**src/rtl/user_io_pkg.sv**
```systemverilog
// user_io_pkg: command codes, event types, FIFO entry width and SPI framing states
// shared by user_io_sync and its event FIFO.
package user_io_pkg;

  localparam logic [7:0] CMD_BUT_SW    = 8'h01;
  localparam logic [7:0] CMD_JOY0      = 8'h02;
  localparam logic [7:0] CMD_JOY1      = 8'h03;
  localparam logic [7:0] CMD_MOUSE     = 8'h04;
  localparam logic [7:0] CMD_KEY       = 8'h05;
  localparam logic [7:0] CMD_OSD       = 8'h06;
  localparam logic [7:0] CMD_STATUS_RD = 8'h07;
  localparam logic [7:0] CMD_JOY2      = 8'h10;
  localparam logic [7:0] CMD_JOY3      = 8'h11;
  localparam logic [7:0] CMD_STATUS_WR = 8'h1E;

  localparam int unsigned EV_W = 10;

  typedef enum logic [1:0] {
    EV_MOUSE_X = 2'd0,
    EV_MOUSE_Y = 2'd1,
    EV_KEY     = 2'd2,
    EV_OSD     = 2'd3
  } ev_type_e;

  typedef enum logic [1:0] {
    ST_IDLE,
    ST_CMD,
    ST_PAYLOAD
  } spi_state_e;

  // Returns {hit, joystick index} for a joystick command code.
  function automatic logic [2:0] joy_decode(input logic [7:0] cmd);
    case (cmd)
      CMD_JOY0: return {1'b1, 2'd0};
      CMD_JOY1: return {1'b1, 2'd1};
      CMD_JOY2: return {1'b1, 2'd2};
      CMD_JOY3: return {1'b1, 2'd3};
      default:  return 3'b000;
    endcase
  endfunction

endpackage

```
**src/rtl/user_io_fifo.sv**
```systemverilog
// user_io_fifo: synchronous first-word-fall-through FIFO with an overflow (dropped push) pulse.
module user_io_fifo #(
  parameter int unsigned WIDTH = 10,
  parameter int unsigned DEPTH = 8,
  parameter int unsigned LVL_W = 6
) (
  input  logic             clk,
  input  logic             rst_n,
  input  logic             push,
  input  logic [WIDTH-1:0] push_data,
  input  logic             pop,
  output logic [WIDTH-1:0] pop_data,
  output logic             full,
  output logic             empty,
  output logic [LVL_W-1:0] level,
  output logic             overflow
);

  localparam int unsigned AW = $clog2(DEPTH);

  logic [WIDTH-1:0] r_mem [DEPTH];
  logic [AW-1:0]    r_wr_ptr;
  logic [AW-1:0]    r_rd_ptr;
  logic [LVL_W-1:0] r_count;
  logic             w_pop_ok;
  logic             w_push_ok;

  assign full     = (r_count == LVL_W'(DEPTH));
  assign empty    = (r_count == '0);
  assign w_pop_ok = pop & ~empty;
  // A pop in the same cycle frees a slot, so a push into a full FIFO is still taken.
  assign w_push_ok = push & (~full | w_pop_ok);
  assign overflow  = push & ~w_push_ok;
  assign pop_data  = r_mem[r_rd_ptr];
  assign level     = r_count;

  always_ff @(posedge clk or negedge rst_n) begin
    if (!rst_n) begin
      r_wr_ptr <= '0;
      r_rd_ptr <= '0;
      r_count  <= '0;
      for (int unsigned i = 0; i < DEPTH; i++) r_mem[i] <= '0;
    end else begin
      if (w_push_ok) begin
        r_mem[r_wr_ptr] <= push_data;
        r_wr_ptr        <= r_wr_ptr + AW'(1);
      end
      if (w_pop_ok) r_rd_ptr <= r_rd_ptr + AW'(1);
      case ({w_push_ok, w_pop_ok})
        2'b10:   r_count <= r_count + LVL_W'(1);
        2'b01:   r_count <= r_count - LVL_W'(1);
        default: r_count <= r_count;
      endcase
    end
  end

endmodule

```
**src/rtl/user_io_sync.sv**
```systemverilog
// user_io_sync: oversampled SPI user-I/O slave (joysticks, buttons, event FIFO).
// Optional STATUS register build: define USER_IO_STATUS_EN.
module user_io_sync
  import user_io_pkg::*;
#(
  parameter int unsigned NUM_JOY    = 2,
  parameter int unsigned JOY_W      = 8,
  parameter int unsigned FIFO_DEPTH = 8,
  parameter int unsigned LVL_W      = 6
) (
  input  logic                     CLK,
  input  logic                     RESET_N,
  input  logic                     SPI_CLK,
  input  logic                     SPI_SS_IO,
  input  logic                     SPI_MOSI,
  output logic                     SPI_MISO,
  input  logic [7:0]               CORE_TYPE,
  output logic [NUM_JOY*JOY_W-1:0] JOY,
  output logic [1:0]               BUTTONS,
  output logic [1:0]               SWITCHES,
  output logic [3:0]               CONF,
  output logic [2:0]               MOUSE_BUTTONS,
  output logic                     EV_VALID,
  input  logic                     EV_READY,
  output logic [1:0]               EV_TYPE,
  output logic [7:0]               EV_DATA,
  output logic                     EV_OVERFLOW,
  input  logic                     OVF_CLR
`ifdef USER_IO_STATUS_EN
  ,
  output logic [31:0]              STATUS
`endif
);

  logic [1:0]       r_sck_sync, r_ss_sync, r_mosi_sync;
  logic             r_sck_d;
  spi_state_e       r_state, w_state_nxt;
  logic [2:0]       r_bit_cnt;
  logic [4:0]       r_byte_idx;
  logic [6:0]       r_shift;
  logic [7:0]       r_cmd, r_but_sw, r_stat_byte;
  logic [2:0]       r_mouse_btn;
  logic [JOY_W-1:0] r_joy [NUM_JOY];
  logic             r_miso, r_ovf;
  logic             w_sck_rise, w_sck_fall, w_ss, w_mosi;
  logic             w_bit_stb, w_byte_done, w_payload_done;
  logic [7:0]       w_byte, w_status;
  logic             w_joy_hit;
  logic [1:0]       w_joy_idx;
  logic             w_push, w_full, w_empty, w_drop;
  ev_type_e         w_push_type;
  logic [EV_W-1:0]  w_pop_data;
  logic [LVL_W-1:0] w_level;

  always_ff @(posedge CLK or negedge RESET_N) begin
    if (!RESET_N) begin
      r_sck_sync  <= '0;
      r_ss_sync   <= '0;
      r_mosi_sync <= '0;
      r_sck_d     <= 1'b0;
    end else begin
      r_sck_sync  <= {r_sck_sync[0], SPI_CLK};
      r_ss_sync   <= {r_ss_sync[0], SPI_SS_IO};
      r_mosi_sync <= {r_mosi_sync[0], SPI_MOSI};
      r_sck_d     <= r_sck_sync[1];
    end
  end

  assign w_sck_rise     = r_sck_sync[1] & ~r_sck_d;
  assign w_sck_fall     = ~r_sck_sync[1] & r_sck_d;
  assign w_ss           = r_ss_sync[1];
  assign w_mosi         = r_mosi_sync[1];
  assign w_bit_stb      = w_sck_rise & ~w_ss & (r_state != ST_IDLE);
  assign w_byte_done    = w_bit_stb & (r_bit_cnt == 3'd7);
  assign w_payload_done = w_byte_done & (r_state == ST_PAYLOAD);
  assign w_byte         = {r_shift, w_mosi};
  assign {w_joy_hit, w_joy_idx} = joy_decode(r_cmd);

  always_comb begin
    w_state_nxt = r_state;
    if (w_ss) begin
      w_state_nxt = ST_IDLE;
    end else begin
      case (r_state)
        ST_IDLE: w_state_nxt = ST_CMD;
        ST_CMD:  if (w_byte_done) w_state_nxt = ST_PAYLOAD;
        default: w_state_nxt = r_state;
      endcase
    end
  end

  always_ff @(posedge CLK or negedge RESET_N) begin
    if (!RESET_N) begin
      r_state    <= ST_IDLE;
      r_bit_cnt  <= '0;
      r_byte_idx <= '0;
      r_shift    <= '0;
      r_cmd      <= '0;
    end else begin
      r_state <= w_state_nxt;
      if (w_ss) begin
        r_bit_cnt  <= '0;
        r_byte_idx <= '0;
        r_shift    <= '0;
      end else if (w_bit_stb) begin
        r_bit_cnt <= r_bit_cnt + 3'd1;
        r_shift   <= w_byte[6:0];
        if (w_byte_done && r_byte_idx != 5'd31) r_byte_idx <= r_byte_idx + 5'd1;
        if (w_byte_done && r_state == ST_CMD) r_cmd <= w_byte;
      end
    end
  end

  always_comb begin
    w_push      = 1'b0;
    w_push_type = EV_KEY;
    if (w_payload_done) begin
      case (r_cmd)
        CMD_MOUSE: begin
          if (r_byte_idx == 5'd1) begin
            w_push      = 1'b1;
            w_push_type = EV_MOUSE_X;
          end else if (r_byte_idx == 5'd2) begin
            w_push      = 1'b1;
            w_push_type = EV_MOUSE_Y;
          end
        end
        CMD_KEY: begin
          w_push      = 1'b1;
          w_push_type = EV_KEY;
        end
        CMD_OSD: begin
          w_push      = 1'b1;
          w_push_type = EV_OSD;
        end
        default: w_push = 1'b0;
      endcase
    end
  end

  always_ff @(posedge CLK or negedge RESET_N) begin
    if (!RESET_N) begin
      r_but_sw    <= '0;
      r_mouse_btn <= '0;
      for (int unsigned j = 0; j < NUM_JOY; j++) r_joy[j] <= '0;
    end else if (w_payload_done) begin
      if (r_cmd == CMD_BUT_SW && r_byte_idx == 5'd1) r_but_sw <= w_byte;
      if (r_cmd == CMD_MOUSE && r_byte_idx == 5'd3) r_mouse_btn <= w_byte[2:0];
      // Joystick indices at or above NUM_JOY never match the loop and are dropped.
      for (int unsigned j = 0; j < NUM_JOY; j++) begin
        if (w_joy_hit && 32'(w_joy_idx) == j) begin
          if (r_byte_idx == 5'd1) r_joy[j][7:0] <= w_byte;
          else if (JOY_W == 16 && r_byte_idx == 5'd2) r_joy[j][JOY_W-1 -: 8] <= w_byte;
        end
      end
    end
  end

  for (genvar g = 0; g < NUM_JOY; g++) begin : g_joy
    assign JOY[g*JOY_W +: JOY_W] = r_joy[g];
  end

`ifdef USER_IO_STATUS_EN
  logic [31:0] r_status;
  always_ff @(posedge CLK or negedge RESET_N) begin
    if (!RESET_N) begin
      r_status <= '0;
    end else if (w_payload_done && r_cmd == CMD_STATUS_WR &&
                 r_byte_idx >= 5'd1 && r_byte_idx <= 5'd4) begin
      r_status[(32'(r_byte_idx) - 32'd1) * 8 +: 8] <= w_byte;
    end
  end
  assign STATUS = r_status;
`endif

  user_io_fifo #(
    .WIDTH (EV_W),
    .DEPTH (FIFO_DEPTH),
    .LVL_W (LVL_W)
  ) u_fifo (
    .clk       (CLK),
    .rst_n     (RESET_N),
    .push      (w_push),
    .push_data ({w_push_type, w_byte}),
    .pop       (EV_READY),
    .pop_data  (w_pop_data),
    .full      (w_full),
    .empty     (w_empty),
    .level     (w_level),
    .overflow  (w_drop)
  );

  always_ff @(posedge CLK or negedge RESET_N) begin
    if (!RESET_N) r_ovf <= 1'b0;
    else if (w_drop) r_ovf <= 1'b1;
    else if (OVF_CLR) r_ovf <= 1'b0;
  end

  assign w_status = {r_ovf, 7'(w_level)};

  // Bit 0 of the command byte has no preceding falling edge, so it is loaded on SS fall.
  always_ff @(posedge CLK or negedge RESET_N) begin
    if (!RESET_N) begin
      r_miso      <= 1'b0;
      r_stat_byte <= '0;
    end else if (w_ss) begin
      r_miso <= 1'b0;
    end else if (r_state == ST_IDLE) begin
      r_miso <= CORE_TYPE[7];
    end else if (w_sck_fall) begin
      if (r_state == ST_CMD) begin
        r_miso <= CORE_TYPE[3'd7 - r_bit_cnt];
      end else if (r_cmd == CMD_STATUS_RD) begin
        if (r_bit_cnt == 3'd0) begin
          r_stat_byte <= w_status;
          r_miso      <= w_status[7];
        end else begin
          r_miso <= r_stat_byte[3'd7 - r_bit_cnt];
        end
      end else begin
        r_miso <= 1'b0;
      end
    end
  end

  assign SPI_MISO      = r_miso;
  assign BUTTONS       = r_but_sw[1:0];
  assign SWITCHES      = r_but_sw[3:2];
  assign CONF          = r_but_sw[7:4];
  assign MOUSE_BUTTONS = r_mouse_btn;
  assign EV_VALID      = ~w_empty;
  assign {EV_TYPE, EV_DATA} = w_pop_data;
  assign EV_OVERFLOW   = r_ovf;

endmodule

```
**config.mk**
```make
export PLATFORM = sky130hd
export DESIGN_NAME = user_io_sync
export DESIGN_NICKNAME = d
export VERILOG_FILES = /design/src/rtl/user_io_pkg.sv /design/src/rtl/user_io_fifo.sv /design/src/rtl/user_io_sync.sv
export SDC_FILE = /design/constraint.sdc
export NUM_CORES = 1
export LEC_CHECK = 0
export CORE_MARGIN = 5
export CORE_UTILIZATION = 59
export CTS_CLUSTER_DIAMETER = 60
export CTS_CLUSTER_SIZE = 25
export DETAILED_ROUTE_END_ITERATION = 6
export PLACE_DENSITY = 0.83
export SYNTH_ARGS = -nofsm -noshare
export SYNTH_HDL_FRONTEND = slang
export SYNTH_SLANG_ARGS = --single-unit
```
**constraint.sdc**
```tcl
create_clock -name CLK -period 3.95 [get_ports CLK]
set_clock_uncertainty 0.15 [all_clocks]
set_input_delay 0.79 -clock CLK [delete_from_list [all_inputs] [get_ports CLK]]
set_output_delay 0.79 -clock CLK [all_outputs]
set_load 0.01 [all_outputs]
```
==> results.yml, run 1 <==
global_route:
  groute.layer.met2.usage: 0.3710
  globalRouteTotalUtil: 0.2198
  wire_length_of_the_first_global_routing_pass_um: 24920
  grt_antenna_before_repair: 0
  grt.met3_usage: 0.04332
  grt_busiest_layer: "met2"
  grt_start_max_net_pins: 97
  grt_pass1_vias: 4844
  grt_use_met1: 0.2849
  overflow: 0
yosys:
  syn-cell-area_um2: 7451
  synth_enable_flop_cells: 0
  yosysTopAreaCellShare: 0.5374
  ys_async_sr_fraction: 1.000
  synthesized_instance_count: 517
  ys.warnings.count: 0
  ys_seq_elements: 160
  synth_nets: 546
  synth.yosys.seq_area_share: 0.5374
  post_synth_main_area_contributors: "sky130_fd_sc_hd__dfrtp_1 (54%), sky130_fd_sc_hd__mux2_2 (20%), sky130_fd_sc_hd__mux4_2 (7.0%)"
  synthDominantAreaCellType: "sky130_fd_sc_hd__dfrtp_1"
  synth_area_per_cell_um2: 14.41
  synth-main-ff-cell: "sky130_fd_sc_hd__dfrtp_1"
  yosys.cell_types.count: 57
clocking:
  inserted_clock_buffers: 17
  worst_skew_pair.late_latency_ns: 0.42
  cts_tree: "done"
  postCtsResizedCells: 0
  post_cts_clock_slew_at_the_launch_and_capture_registers_of_the_worst_setup_and_hold_paths_ns: 0.06
  clock-root-buffer: "sky130_fd_sc_hd__clkbuf_16"
  clock_tree.buffer_depth: 2
  cts_setup_buffers: 0
  numClockSinks: 160
  cts-hold-fix-buffers: 0
  cts_htree_levels: 4
worst_setup_path:
  reg_to_reg_setup_timing_slack_ns: 0.40
  worst_setup_path_end_kind: "flip-flop"
  critical_path.top_delay_family: "compound AO/OA/AOI/OAI gates"
  crit_top_cell: "sky130_fd_sc_hd__ha_1"
  cp_data_arrival_time_ns: 3.72
  worst_path_max_delay_cell: "sky130_fd_sc_hd__dfrtp_1"
  required_ns: 4.12
  critical-path-max-stage-delay_ns: 0.49
  cp_max_fo: 9
  crit_chain: "ha_1 > ha_1 > and4bb_2 > and4b_1 > a21oi_1 > ha_1 > a211o_1 > o21ai_0 > xnor2_1 > o21ai_0 > a211oi_1"
  critPathKind: "reg2reg"
  critPathBufInv: 0
  timing.critical_path.from_type: "flip-flop"
power_and_ir_drop:
  leakagePower_nw: 4.087
  total_power_mw: 4.044
  power.density_nw_per_um2: 462.5
  irDropWorstVdd_mv: 0.3482
sta:
  max_slew_margin: 0.4190
  worst_pin_slew_ns: 0.8715
  report.final.hold_viol_count: 0
  min_period_ns: 3.552
  timing.final.setup_violations: 0
  grt_setup_unrepaired: "no"
  min_period_over_period: 0.8992
  setup_tns_ns: 0
  fmaxAchievable_mhz: 281.6
  slew_viol_final: 0
floorplanning:
  num_rows: 41
  floorplan.initialDensity: 0.5953
  die_w_um: 122.4
  io_pins: 55
  die_height_um: 122.4
  floorplan_core_area_um2: 12520
  die-area_um2: 14980
hold_path:
  min_path_type: "reg2reg"
placed_design:
  routabilityCongestion: 0.7982
  placement.cell_area_um2: 8128
  port_buffers: 54
  detail_placement_hpwl_um: 9691
drt:
  dr_total_vias: 4471
  routed_wl_um: 14920
  drt_iter0_drc: 248
  vias_per_cell: 5.945
  wl_per_cell_um: 19.84
  route.antenna.remaining_nets: 0
  firstDrtPassIters: 4
  route.detailed.drc: 0
outcome:
  status: "completed"
final_layout:
  commonest_cells_after_routing_fill_and_taps_aside: "sky130_fd_sc_hd__dfrtp_1 (160), sky130_fd_sc_hd__mux2_2 (132), sky130_fd_sc_hd__clkdlybuf4s50_1 (53), sky130_fd_sc_hd__mux4_2 (23), sky130_fd_sc_hd__nand2_1 (18)"
  final_core_utilization: 0.6985
  layout.cells.most_common: "sky130_fd_sc_hd__dfrtp_1"
  fin_nets: 596
  area_delta_synth_final_pct: 17.35
  antenna_cells: 0
  post_route_cells_drive_above_1_share: 0.3655
  post-route-cell-area_um2: 8743
job:
  max_cap_viol_count: 0
kinds of logic (layout without fill, tap and decap cells):
| logic type | Yosys count | after routing | share of synthesized area |
|---|---|---|---|
| flops | 160 | 160 | 0.5374 |
| fa+ha+maj | 14 | 14 | 0.02452 |
| simple gates | 92 | 92 | 0.08631 |
| compound gates | 35 | 35 | 0.02855 |
| mux | 164 | 164 | 0.2828 |
| buf+inv | 39 | 102 | 0.02519 |
| xor+xnor | 13 | 13 | 0.01528 |
layout make-up:
type | instances | area (um^2)
clock inverter | 9 | 127.6
sequential | 160 | 4004
fill | 875 | 3774
clock buffer | 23 | 488.0
timing repair buffer | 62 | 614.3
multi-input combinational | 318 | 3264
tap | 172 | 215.2
inverter | 8 | 30.03
worst register-to-register path: cells and delay by family (launching register included):
family,cells,cell delay (ns)
AOI/OAI and AO/OA,5,1.27
xor gates and xnor gates,1,0.17
adders and majority gates,3,0.83
DFF,1,0.49
and+or+nand+nor,2,0.55
through the flow:
stage          worst slack [ns]  std cells  hold WS, ns
3_3_place_gp             0.4972        720       0.1858
5_1_grt                  0.2064        752       0.2139
2_1_floorplan            0.8531        517       0.1812
4_1_cts                  0.4119        752       0.2090
3_5_place_dp             0.3350        720       0.1865
6_report                 0.3983        752       0.2037
final timing paths:
check / start / end / depth (start not counted)
worst min-delay path: r_ss_sync[0] / r_ss_sync[1] / 0
worst max register to register: r_bit_cnt[0] / u_fifo.level[3] / 11
min in group asynchronous: RESET_N / u_fifo.r_mem[38] / 1
worst min register to register: r_ss_sync[0] / r_ss_sync[1] / 0
worst max-delay path: r_bit_cnt[0] / u_fifo.level[3] / 11
max in group asynchronous: RESET_N / r_shift[1] / 2
Yosys cell counts, types with 6 or more instances:
| cell | count |
|---|---|
| sky130_fd_sc_hd__o21ai_0 | 13 |
| sky130_fd_sc_hd__nor2_1 | 12 |
| sky130_fd_sc_hd__inv_1 | 8 |
| sky130_fd_sc_hd__ha_1 | 13 |
| sky130_fd_sc_hd__clkbuf_1 | 20 |
| sky130_fd_sc_hd__nand2b_1 | 10 |
| sky130_fd_sc_hd__nand4b_1 | 6 |
| sky130_fd_sc_hd__nand2_1 | 18 |
| sky130_fd_sc_hd__a21oi_1 | 7 |
| sky130_fd_sc_hd__xnor2_1 | 8 |
| sky130_fd_sc_hd__nand3_1 | 6 |
| sky130_fd_sc_hd__mux4_2 | 23 |
| sky130_fd_sc_hd__dfrtp_1 | 160 |
| sky130_fd_sc_hd__mux2_2 | 132 |
layer usage:
metal / up-vias / routed length, um
met5: - / 0
met4: 0 / 270
met3: 21 / 486
met2: 95 / 7846
met1: 2357 / 6319
li1: 1998 / -
power by group:
group	internal, mW	switching, mW
logic	0.265	0.290
registers	1.69	0.110
clock network	1.06	0.624
sequential cells by signal, summed over array words and instances (netlist names), 3 cells and up:
name and count:
r_stat_byte 7, r_but_sw 8, u_fifo.r_wr_ptr 3, u_fifo.level 6, r_shift 7, MOUSE_BUTTONS 3
r_bit_cnt 3, r_byte_idx 5, r_cmd 8, u_fifo.r_rd_ptr 3, u_fifo.r_mem 80, JOY 16
(Power assumes the default switching activity.)
==> run 2: changes to the inputs <==
Settings changed: ABC_AREA set to 1.
==> run 2 against run 1 <==
Sequential power down 3%. Design area down 0.42%. Clock power down 3%. Clock-buffer cell count down 5. Critical path type is now reg2out. Critical endpoint is now EV_DATA[6]. Largest power group unchanged. Highest routed layer unchanged.
==> results.yml, run 2 <==
outcome:
  status: "completed"
floorplanning:
  die-area_um2: 15140
  die_w_um: 123.1
  die_height_um: 123.1
  floorplan_core_area_um2: 12570
  io_pins: 55
  floorplan.initialDensity: 0.6000
  num_rows: 41
yosys:
  synth-main-ff-cell: "sky130_fd_sc_hd__dfrtp_1"
  synth_enable_flop_cells: 0
  synth_adder_area_share: 0.02422
  synthXorXnorAreaFrac: 0.009292
  ys_seq_elements: 160
  synth_top_family_by_area: "simple AND/OR/NAND/NOR gates"
  synthesized_instance_count: 887
  synth.yosys.seq_area_share: 0.5309
  synth_compound_gate_area_share: 0.1699
  cell_types_with_the_highest_counts_after_synthesis: "sky130_fd_sc_hd__nand2_1 (233), sky130_fd_sc_hd__dfrtp_1 (160), sky130_fd_sc_hd__o21ai_0 (102)"
  post_synth_main_area_contributors: "sky130_fd_sc_hd__dfrtp_1 (53%), sky130_fd_sc_hd__nand2_1 (12%), sky130_fd_sc_hd__o21ai_0 (6.8%)"
  synthDominantAreaCellType: "sky130_fd_sc_hd__dfrtp_1"
  ys.warnings.count: 0
  syn-cell-area_um2: 7541
  yosysTopAreaCellShare: 0.5309
  ys_async_sr_fraction: 1.000
  synth_nets: 916
  synth_area_per_cell_um2: 8.502
  library_cell_with_the_highest_instance_count_after_synthesis: "sky130_fd_sc_hd__nand2_1"
  yosys.cell_types.count: 33
  synth_simple_gate_area_frac: 0.1885
  post_synth_mux_area_share: 0
worst_setup_path:
  required_ns: 3.01
  critPathKind: "reg2out"
  cp_data_arrival_time_ns: 2.38
  crit_chain: "inv_1 > a21oi_1 > o21ai_0 > nand2_1 > nor2_1 > a31oi_1 > clkdlybuf4s50_1"
  r2r_end: "u_fifo.r_mem[53]"
  r2r-start: "r_bit_cnt[0]"
  critical_path.top_delay_family: "buffers and inverters"
  worst_setup_path_end_kind: "output port"
  timing.critical_path.from_type: "flip-flop"
  worst_path_max_delay_cell: "sky130_fd_sc_hd__clkdlybuf4s50_1"
  cp_max_fo: 21
  critPathBufInv: 2
  timing.reg2reg.worst_path_depth: 9
  reg_to_reg_setup_timing_slack_ns: 0.89
  critical-path-max-stage-delay_ns: 0.60
global_route:
  wire_length_of_the_first_global_routing_pass_um: 28770
  grt_start_max_net_pins: 79
  globalRouteTotalUtil: 0.2451
  grt_antenna_before_repair: 0
  overflow: 0
  grt_pass1_vias: 5995
sta:
  timing.final.setup_violations: 0
  report.final.hold_viol_count: 0
  post-route-worst-setup-slack_ns: 0.6252
  worst_pin_slew_ns: 1.146
  fmaxAchievable_mhz: 300.8
  min_period_ns: 3.325
  max_slew_margin: 0.2333
  whs_ns: 0.2036
  grt_setup_unrepaired: "no"
  slew_viol_final: 0
  setup_tns_ns: 0
  min_period_over_period: 0.8417
drt:
  routed_wl_um: 16980
  wl_per_cell_um: 15.34
  vias_per_cell: 5.495
  dr_total_vias: 6083
  route.detailed.drc: 0
  route.antenna.remaining_nets: 0
  firstDrtPassIters: 5
  drt_iter0_drc: 549
final_layout:
  largest_register_ffs: 80
  fin_nets: 951
  commonest_cells_after_routing_fill_and_taps_aside: "sky130_fd_sc_hd__nand2_1 (233), sky130_fd_sc_hd__dfrtp_1 (160), sky130_fd_sc_hd__o21ai_0 (102), sky130_fd_sc_hd__inv_1 (82), sky130_fd_sc_hd__o21ai_1 (73)"
  post_route_cells_drive_above_1_share: 0.06845
  area_delta_synth_final_pct: 15.46
  antenna_cells: 0
  layout.cells.most_common: "sky130_fd_sc_hd__nand2_1"
  top_register: "u_fifo.r_mem"
clocking:
  cts-hold-fix-buffers: 0
  clock-root-buffer: "sky130_fd_sc_hd__clkbuf_16"
  clock_tree.buffer_depth: 2
  cts_htree_levels: 4
  worst_skew_pair.late_latency_ns: 0.43
  inserted_clock_buffers: 17
  cts_setup_buffers: 0
  postCtsResizedCells: 0
  numClockSinks: 160
  cts_tree: "done"
  post_cts_clock_slew_at_the_launch_and_capture_registers_of_the_worst_setup_and_hold_paths_ns: 0.06
placed_design:
  detail_placement_hpwl_um: 11320
  routabilityCongestion: 0.8659
  port_buffers: 54
  dpl_worst_slack_ns: 0.7693
power_and_ir_drop:
  leakagePower_nw: 4.232
  irDropWorstVdd_mv: 0.3544
  power.density_nw_per_um2: 525.9
job:
  max_cap_viol_count: 0
hold_path:
  min_path_type: "reg2reg"
  hold_start: "r_sck_sync[0]"
  whs_path_depth: 0
  hold-path-endpoint: "r_sck_sync[1]"
## run 2: logic make-up after synthesis
family / after synthesis
DFF: 160
buffers and inverters: 132
xor gates and xnor gates: 8
adders and majority gates: 14
and+or+nand+nor: 325
AOI/OAI and AO/OA: 248
## run 2: worst max path at each step
stage	startpoint	endpoint	cells past startpoint
CTS	u_fifo.r_rd_ptr[1]	EV_TYPE[0]	7
global placement	EV_READY	u_fifo.r_mem[60]	6
floorplan	r_bit_cnt[1]	u_fifo.level[5]	16
finish	u_fifo.r_rd_ptr[1]	EV_DATA[6]	7
global route	u_fifo.r_rd_ptr[1]	EV_DATA[3]	7
detailed placement	EV_READY	u_fifo.r_mem[50]	6
## run 2: metal layers
metal / vias to the layer above / wire, um / track usage
met4: 0 / 570 / 0.1225
met5: - / 0 / 0
met2: 194 / 8394 / 0.3939
met3: 42 / 806 / 0.04986
met1: 2855 / 7210 / 0.3183
li1: 2992 / - / -
## run 2: final cells by class
cell class	count	area (um^2)
flip-flops and latches	160	4004
fillers	948	3861
multi-input cells	595	2955
repair buffers	61	606.8
clock buffers	18	439.2
inverters	87	326.6
well taps	172	215.2
clock inverters	14	160.2
## run 2: worst reg2reg max path, stage by stage (launching register included)
cell,delay [ns]
sky130_fd_sc_hd__dfrtp_1,0.51
sky130_fd_sc_hd__ha_1,0.20
sky130_fd_sc_hd__ha_1,0.17
sky130_fd_sc_hd__nand3_2,0.11
sky130_fd_sc_hd__nor2_4,0.22
sky130_fd_sc_hd__nand2_2,0.12
sky130_fd_sc_hd__inv_2,0.08
sky130_fd_sc_hd__nand2_4,0.18
sky130_fd_sc_hd__nor2_1,0.94
sky130_fd_sc_hd__o21ai_0,0.22
## run 2: power breakdown
group	switching (mW)	total [mW]	internal [mW]
Combinational	0.733	1.21	0.475
Sequential	0.0449	1.74	1.69
Clock	0.677	1.63	0.955
Total	1.45	4.58	3.12
## run 2: stage by stage
stage                     total power, mW    util  area (um^2)  cells
after floorplan                     2.495       -         7541    887
after global placement              2.960  0.6451         8108   1075
after detailed placement            2.976  0.6451         8108   1075
after CTS                           4.616  0.6928         8707   1107
after global routing                4.823  0.6928         8707   1107
final                               4.579  0.6928         8707   1107
